File: src/rtl/fifo_wr_arbiter_pkg.sv
// Shared definitions for the four-requester FIFO write arbiter.
package fifo_wr_arbiter_pkg;

    localparam int NREQ = 4;

    typedef enum logic {
        IDLE  = 1'b0,
        GRANT = 1'b1
    } state_t;

    // Convert a one-hot grant vector into its requester index.
    function automatic logic [1:0] onehot_to_idx(input logic [NREQ-1:0] oh);
        logic [1:0] idx;
        idx = '0;
        for (int i = 0; i < NREQ; i++) begin
            if (oh[i]) begin
                idx = 2'(i);
            end
        end
        return idx;
    endfunction

endpackage

File: src/rtl/fifo_wr_arbiter_rr_pick4.sv
// Combinational round-robin picker: the search starts just after the last
// winner and wraps modulo four, so the most recent winner has lowest priority.
module rr_pick4
    import fifo_wr_arbiter_pkg::*;
(
    input  logic [NREQ-1:0] req,
    input  logic [1:0]      last,
    output logic [NREQ-1:0] win
);

    logic [1:0] idx;
    logic       found;

    // Scan last+1, last+2, last+3, last (2-bit wrap) and take the first set request.
    always_comb begin
        win   = '0;
        found = 1'b0;
        idx   = '0;
        for (int k = 1; k <= NREQ; k++) begin
            idx = last + 2'(k);
            if (!found && req[idx]) begin
                win[idx] = 1'b1;
                found    = 1'b1;
            end
        end
    end

endmodule

File: src/rtl/fifo_wr_arbiter.sv
// Four-way round-robin arbiter feeding a single FIFO write port. A grant lasts
// up to `burst` written words; each grant is followed by one IDLE cycle.
module fifo_wr_arbiter
    import fifo_wr_arbiter_pkg::*;
#(
    parameter int dw    = 8,
    parameter int burst = 4
)
(
    input  logic               clk,
    input  logic               rst,
    input  logic               clr,
    input  logic [NREQ-1:0]    req,
    input  logic [NREQ*dw-1:0] din,
    output logic [NREQ-1:0]    ack,
    output logic [NREQ-1:0]    gnt,
    output logic               fifo_we,
    output logic [dw-1:0]      fifo_din,
    input  logic               fifo_full,
    output logic               busy
);

    localparam int            BW        = $clog2(burst) + 1;
    localparam logic [BW-1:0] LAST_BEAT = BW'(burst - 1);

    state_t          state;
    logic [BW-1:0]   beat;
    logic [1:0]      last;
    logic [NREQ-1:0] win;
    logic [1:0]      g;
    logic            req_g;
    logic            fire;

    rr_pick4 u_pick (
        .req  (req),
        .last (last),
        .win  (win)
    );

    // Write path is combinational from the registered grant so a word is
    // accepted in the same cycle its request is seen.
    always_comb begin
        g        = onehot_to_idx(gnt);
        req_g    = |(req & gnt);
        busy     = (state == GRANT);
        fire     = busy & req_g & ~fifo_full;
        fifo_we  = fire;
        ack      = gnt & {NREQ{fire}};
        fifo_din = '0;
        for (int i = 0; i < NREQ; i++) begin
            if (busy && gnt[i]) begin
                fifo_din = din[i*dw +: dw];
            end
        end
    end

    // Grant FSM: arbitrate in IDLE, stream words in GRANT until the burst
    // limit or until the granted requester drops its request.
    always_ff @(posedge clk or negedge rst) begin
        if (!rst) begin
            state <= IDLE;
            gnt   <= '0;
            beat  <= '0;
            last  <= 2'd3;
        end else if (clr) begin
            state <= IDLE;
            gnt   <= '0;
            beat  <= '0;
            last  <= 2'd3;
        end else begin
            case (state)
                IDLE: begin
                    if (|req) begin
                        gnt   <= win;
                        beat  <= '0;
                        state <= GRANT;
                    end
                end
                GRANT: begin
                    if (fire) begin
                        beat <= beat + 1'b1;
                    end
                    if (!req_g || (fire && beat == LAST_BEAT)) begin
                        last  <= g;
                        gnt   <= '0;
                        state <= IDLE;
                    end
                end
                default: begin
                    state <= IDLE;
                    gnt   <= '0;
                end
            endcase
        end
    end

`ifndef SYNTHESIS
    // Flag a write into a full FIFO; the fire term should make this unreachable.
    always @(posedge clk) begin
        if (fifo_we && fifo_full) begin
            $display("warning: fifo_wr_arbiter wrote while fifo_full at %0t", $time);
        end
    end
`endif

endmodule

File: config.mk
export PLATFORM = sky130hd
export DESIGN_NAME = fifo_wr_arbiter
export DESIGN_NICKNAME = d
export VERILOG_FILES = /design/src/rtl/fifo_wr_arbiter_pkg.sv /design/src/rtl/fifo_wr_arbiter_rr_pick4.sv /design/src/rtl/fifo_wr_arbiter.sv
export SDC_FILE = /design/constraint.sdc
export NUM_CORES = 1
export LEC_CHECK = 0
export ABC_CLOCK_PERIOD_IN_PS = 3150
export CORE_MARGIN = 10
export CORE_UTILIZATION = 41
export DETAILED_ROUTE_END_ITERATION = 7
export GPL_ROUTABILITY_DRIVEN = 0
export PLACE_DENSITY_LB_ADDON = 0.2
export SYNTH_ARGS = -nofsm -noshare
export SYNTH_HDL_FRONTEND = slang
export SYNTH_HIERARCHICAL = 1
export SYNTH_SLANG_ARGS = --single-unit
File: constraint.sdc
create_clock -name clk -period 3.15 [get_ports clk]
set_input_delay 0.63 -clock clk [delete_from_list [all_inputs] [get_ports clk]]
set_output_delay 0.63 -clock clk [all_outputs]
set_load 0.02 [all_outputs]
==> flow_metrics.tcl <==
set metrics [dict create \
    hpwlAfterDp_um 3381 \
    gr-max-usage-layer "met2" \
    netlist_area_um2 1271 \
    drt_pre_antenna_iters 4 \
    ys_ff_latch 10 \
    die_area_um2 5727 \
    drt_wl_total_um 4004 \
    drt_iter0_markers 46 \
    powerDensity_nw_per_um2 545.3 \
    synth_edf_count 0 \
    p_switching_uw 467.4 \
    fin_skew_ns 0.002273 \
    clk_pin_slew_ns 0.07 \
    status "completed" \
    overflow 0 \
    crit_required_ns 2.52 \
    cts_resized 0 \
    rsz0062_at_grt "no" \
    grt_pass1_vias 1363 \
    drive_gt1_share_pct 14.71 \
    dieWidth_um 75.68 \
    insertion_delay_ns 0.26 \
    start_util_pct 42.33 \
    cts_inserted_buffers 3 \
    drt-vias-per-instance 5.667 \
    die_h_um 75.68 \
    maxCapViolCount 0 \
    fmax_mhz 330.4 \
    grt_pass1_wl_um 6210 \
    hold_viol_final 0 \
    cts_max_level 1 \
    p_clk_share_pct 11.0 \
    yosys.area.top_type "dfrtp_1" \
    num_rows 20 \
    avgRoutedWirePerCell_um 16.89 \
    power.leakage_uw 0.0007484 \
    period_share_pct 96.09 \
    use_met2_pct 26.44 \
    nets 255 \
    cp_data_arrival_time_ns 2.40 \
    grtUsageMet3_pct 4.167 \
    swShare_pct 44.74 \
    synth_sequential_area_ratio_pct 19.88 \
    finalSetupTns_ns 0 \
    worst_pin_slew_ns 0.6892 \
    ir_drop_uv 265.7 \
    clkSinkCount 10 \
    start_kind "input port" \
    comb_power_share_pct 66.7 \
    holdBufCountCts 0 \
    fill_cells 269 \
    area_growth_pct 50.69 \
    diodes 0 \
    worst-path-max-fanout 6 \
    worstSetupEndpointType "primary output" \
    core_area_um2 3003 \
    crit_chain "clkdlybuf4s50_1 > a22oi_2 > a21oi_2 > and2_1 > clkdlybuf4s50_1" \
    synth-async-reset-ratio_pct 100.0 \
    drtAntennaViolNets 0 \
    grt_usage_pct 13.91 \
    criticalPathCategory "input port to primary output" \
    yosysWarnings 6 \
    syn_inst 145 \
    drc 0 \
    cp_common_cell "clkdlybuf4s50_1" \
    period_needed_ns 3.027 \
    synth_top_area_share_pct 15.75 \
    io_buffers 57 \
    avgSynthCellArea_um2 8.767 \
    gr-usage-met1_pct 14.63 \
    ios 58 \
    p_seq_share_pct 22.3 \
    cts_setup_buffers 0 \
    slew_headroom_pct 54.05 \
    final_max_slew_viol_count 0 \
    hold_class "register to register" \
    ys.flop_type "dfrtp_1" \
    via_count 1343 \
    tritoncts "yes" \
    cts_root_buffer "clkbuf_4" \
    final-setup-viol-count 0 \
    intPower_uw 577.2 \
    syn_nets 195 \
    yosys-top-cells-area "dfrtp_1, ha_1, a221oi_2" \
    clock_path_buffers 2 \
    slowest_stage "clkdlybuf4s50_1" \
    grt_max_degree 24 \
    antenna_found_initial 0 \
    yosys.cell_types.count 37 \
    utilization_pct 63.79 \
    cp_slowest_stage_delay_ns 0.61 \
]
## cells by family (layout without fill, tap and decap cells)
kind of cell	Yosys count	in the layout	share of synthesized area (%)
flip-flops	10	10	19.88
AO/OA/AOI/OAI	38	38	27.17
multiplexers	6	6	9.350
adder cells (fa/ha/maj)	10	10	9.843
buffers and inverters	19	78	7.086
AND/OR/NAND/NOR	62	62	26.67
## metrics by stage
| stage | cells | cell area [um^2] | worst slack [ns] | power, uW | hold slack, ns |
|---|---|---|---|---|---|
| 2_1_floorplan | 145 | 1271 | 0.8207 | 699.1 | 0.3344 |
| 3_3_place_gp | 233 | 1879 | 0.1571 | 907.6 | 0.4921 |
| 3_5_place_dp | 233 | 1879 | 0.1095 | 933.4 | 0.5018 |
| 4_1_cts | 237 | 1916 | 0.1052 | 1053 | 0.5215 |
| 5_1_grt | 237 | 1916 | 0.02075 | 1127 | 0.5408 |
| 6_report | 237 | 1916 | 0.1232 | 1045 | 0.5165 |
## cell usage after synthesis (3+ instances only)
master / count
nand2_1: 21
a21oi_1: 12
inv_1: 11
nor2_1: 11
ha_1: 10
dfrtp_1: 8
or3_1: 8
a221oi_2: 7
a22oi_1: 4
and2_1: 4
nor3b_1: 4
o211ai_1: 4
buf_2: 3
nor3_1: 3
## sequential cells by signal (all words and copies together) (netlist names)
signal / flops
beat: 3
busy: 1
gnt: 4
last: 2
## critical path, delay by kind of cell
family	cells	cell delay, ns
AOI/OAI and AO/OA	2	0.42
and+or+nand+nor	1	0.17
buffers and inverters	2	1.17
## power groups by stage
stage / logic (uW) / registers (uW) / clock network (uW)
3_3_place_gp: 675 / 233 / 0
2_1_floorplan: 475 / 224 / 0
6_report: 697 / 233 / 115
3_5_place_dp: 697 / 236 / 0
4_1_cts: 701 / 233 / 119
5_1_grt: 755 / 242 / 130
## cell usage in the layout, fill, tap and decap left out, drive strengths merged
master and instances:
nor4b 1, a211o 1, nand2b 2, a22o 2, and2 4, a21oi 13, nand2 21, clkbuf 4
clkdlybuf4s50 57, a211oi 2, or3 8, ha 10, a22oi 6, nor2b 3, nor2 11, nor4 2
a2111oi 1, or2 1, inv 11, dfstp 2, dfrtp 8, nor3b 5, a221oi 9, mux2i 1
mux4 4, o211ai 4, buf 6, mux2 1, nor3 4
## worst paths after layout
check / from / to / slack [ns] / cells after the start
hold / removal: beat[1] / beat[1] / 0.52 / 1
min in group asynchronous: rst / busy / 0.69 / 1
hold reg to reg: beat[1] / beat[1] / 0.52 / 1
setup reg to reg: last[0] / gnt[1] / 0.56 / 8
max in group asynchronous: rst / last[0] / 2.12 / 1
setup / recovery: req[2] / ack[1] / 0.12 / 5
## layer usage
metal  up-vias  routed length, um
li1        655                  -
met1       648               1546
met5         -                  0
met3         2                198
met2        38               2244
met4         0                 14
## area by class of cell
class / instances / area [um^2] / share of cell area (%)
Multi-Input combinational cell: 116 / 928.4 / 48.46
Timing Repair Buffer: 63 / 615.6 / 32.14
Sequential cell: 10 / 252.7 / 13.19
Inverter: 11 / 41.29 / 2.155
Tap cell: 33 / 41.29 / 2.155
Clock buffer: 4 / 36.28 / 1.894
(Power assumes the default switching activity.)
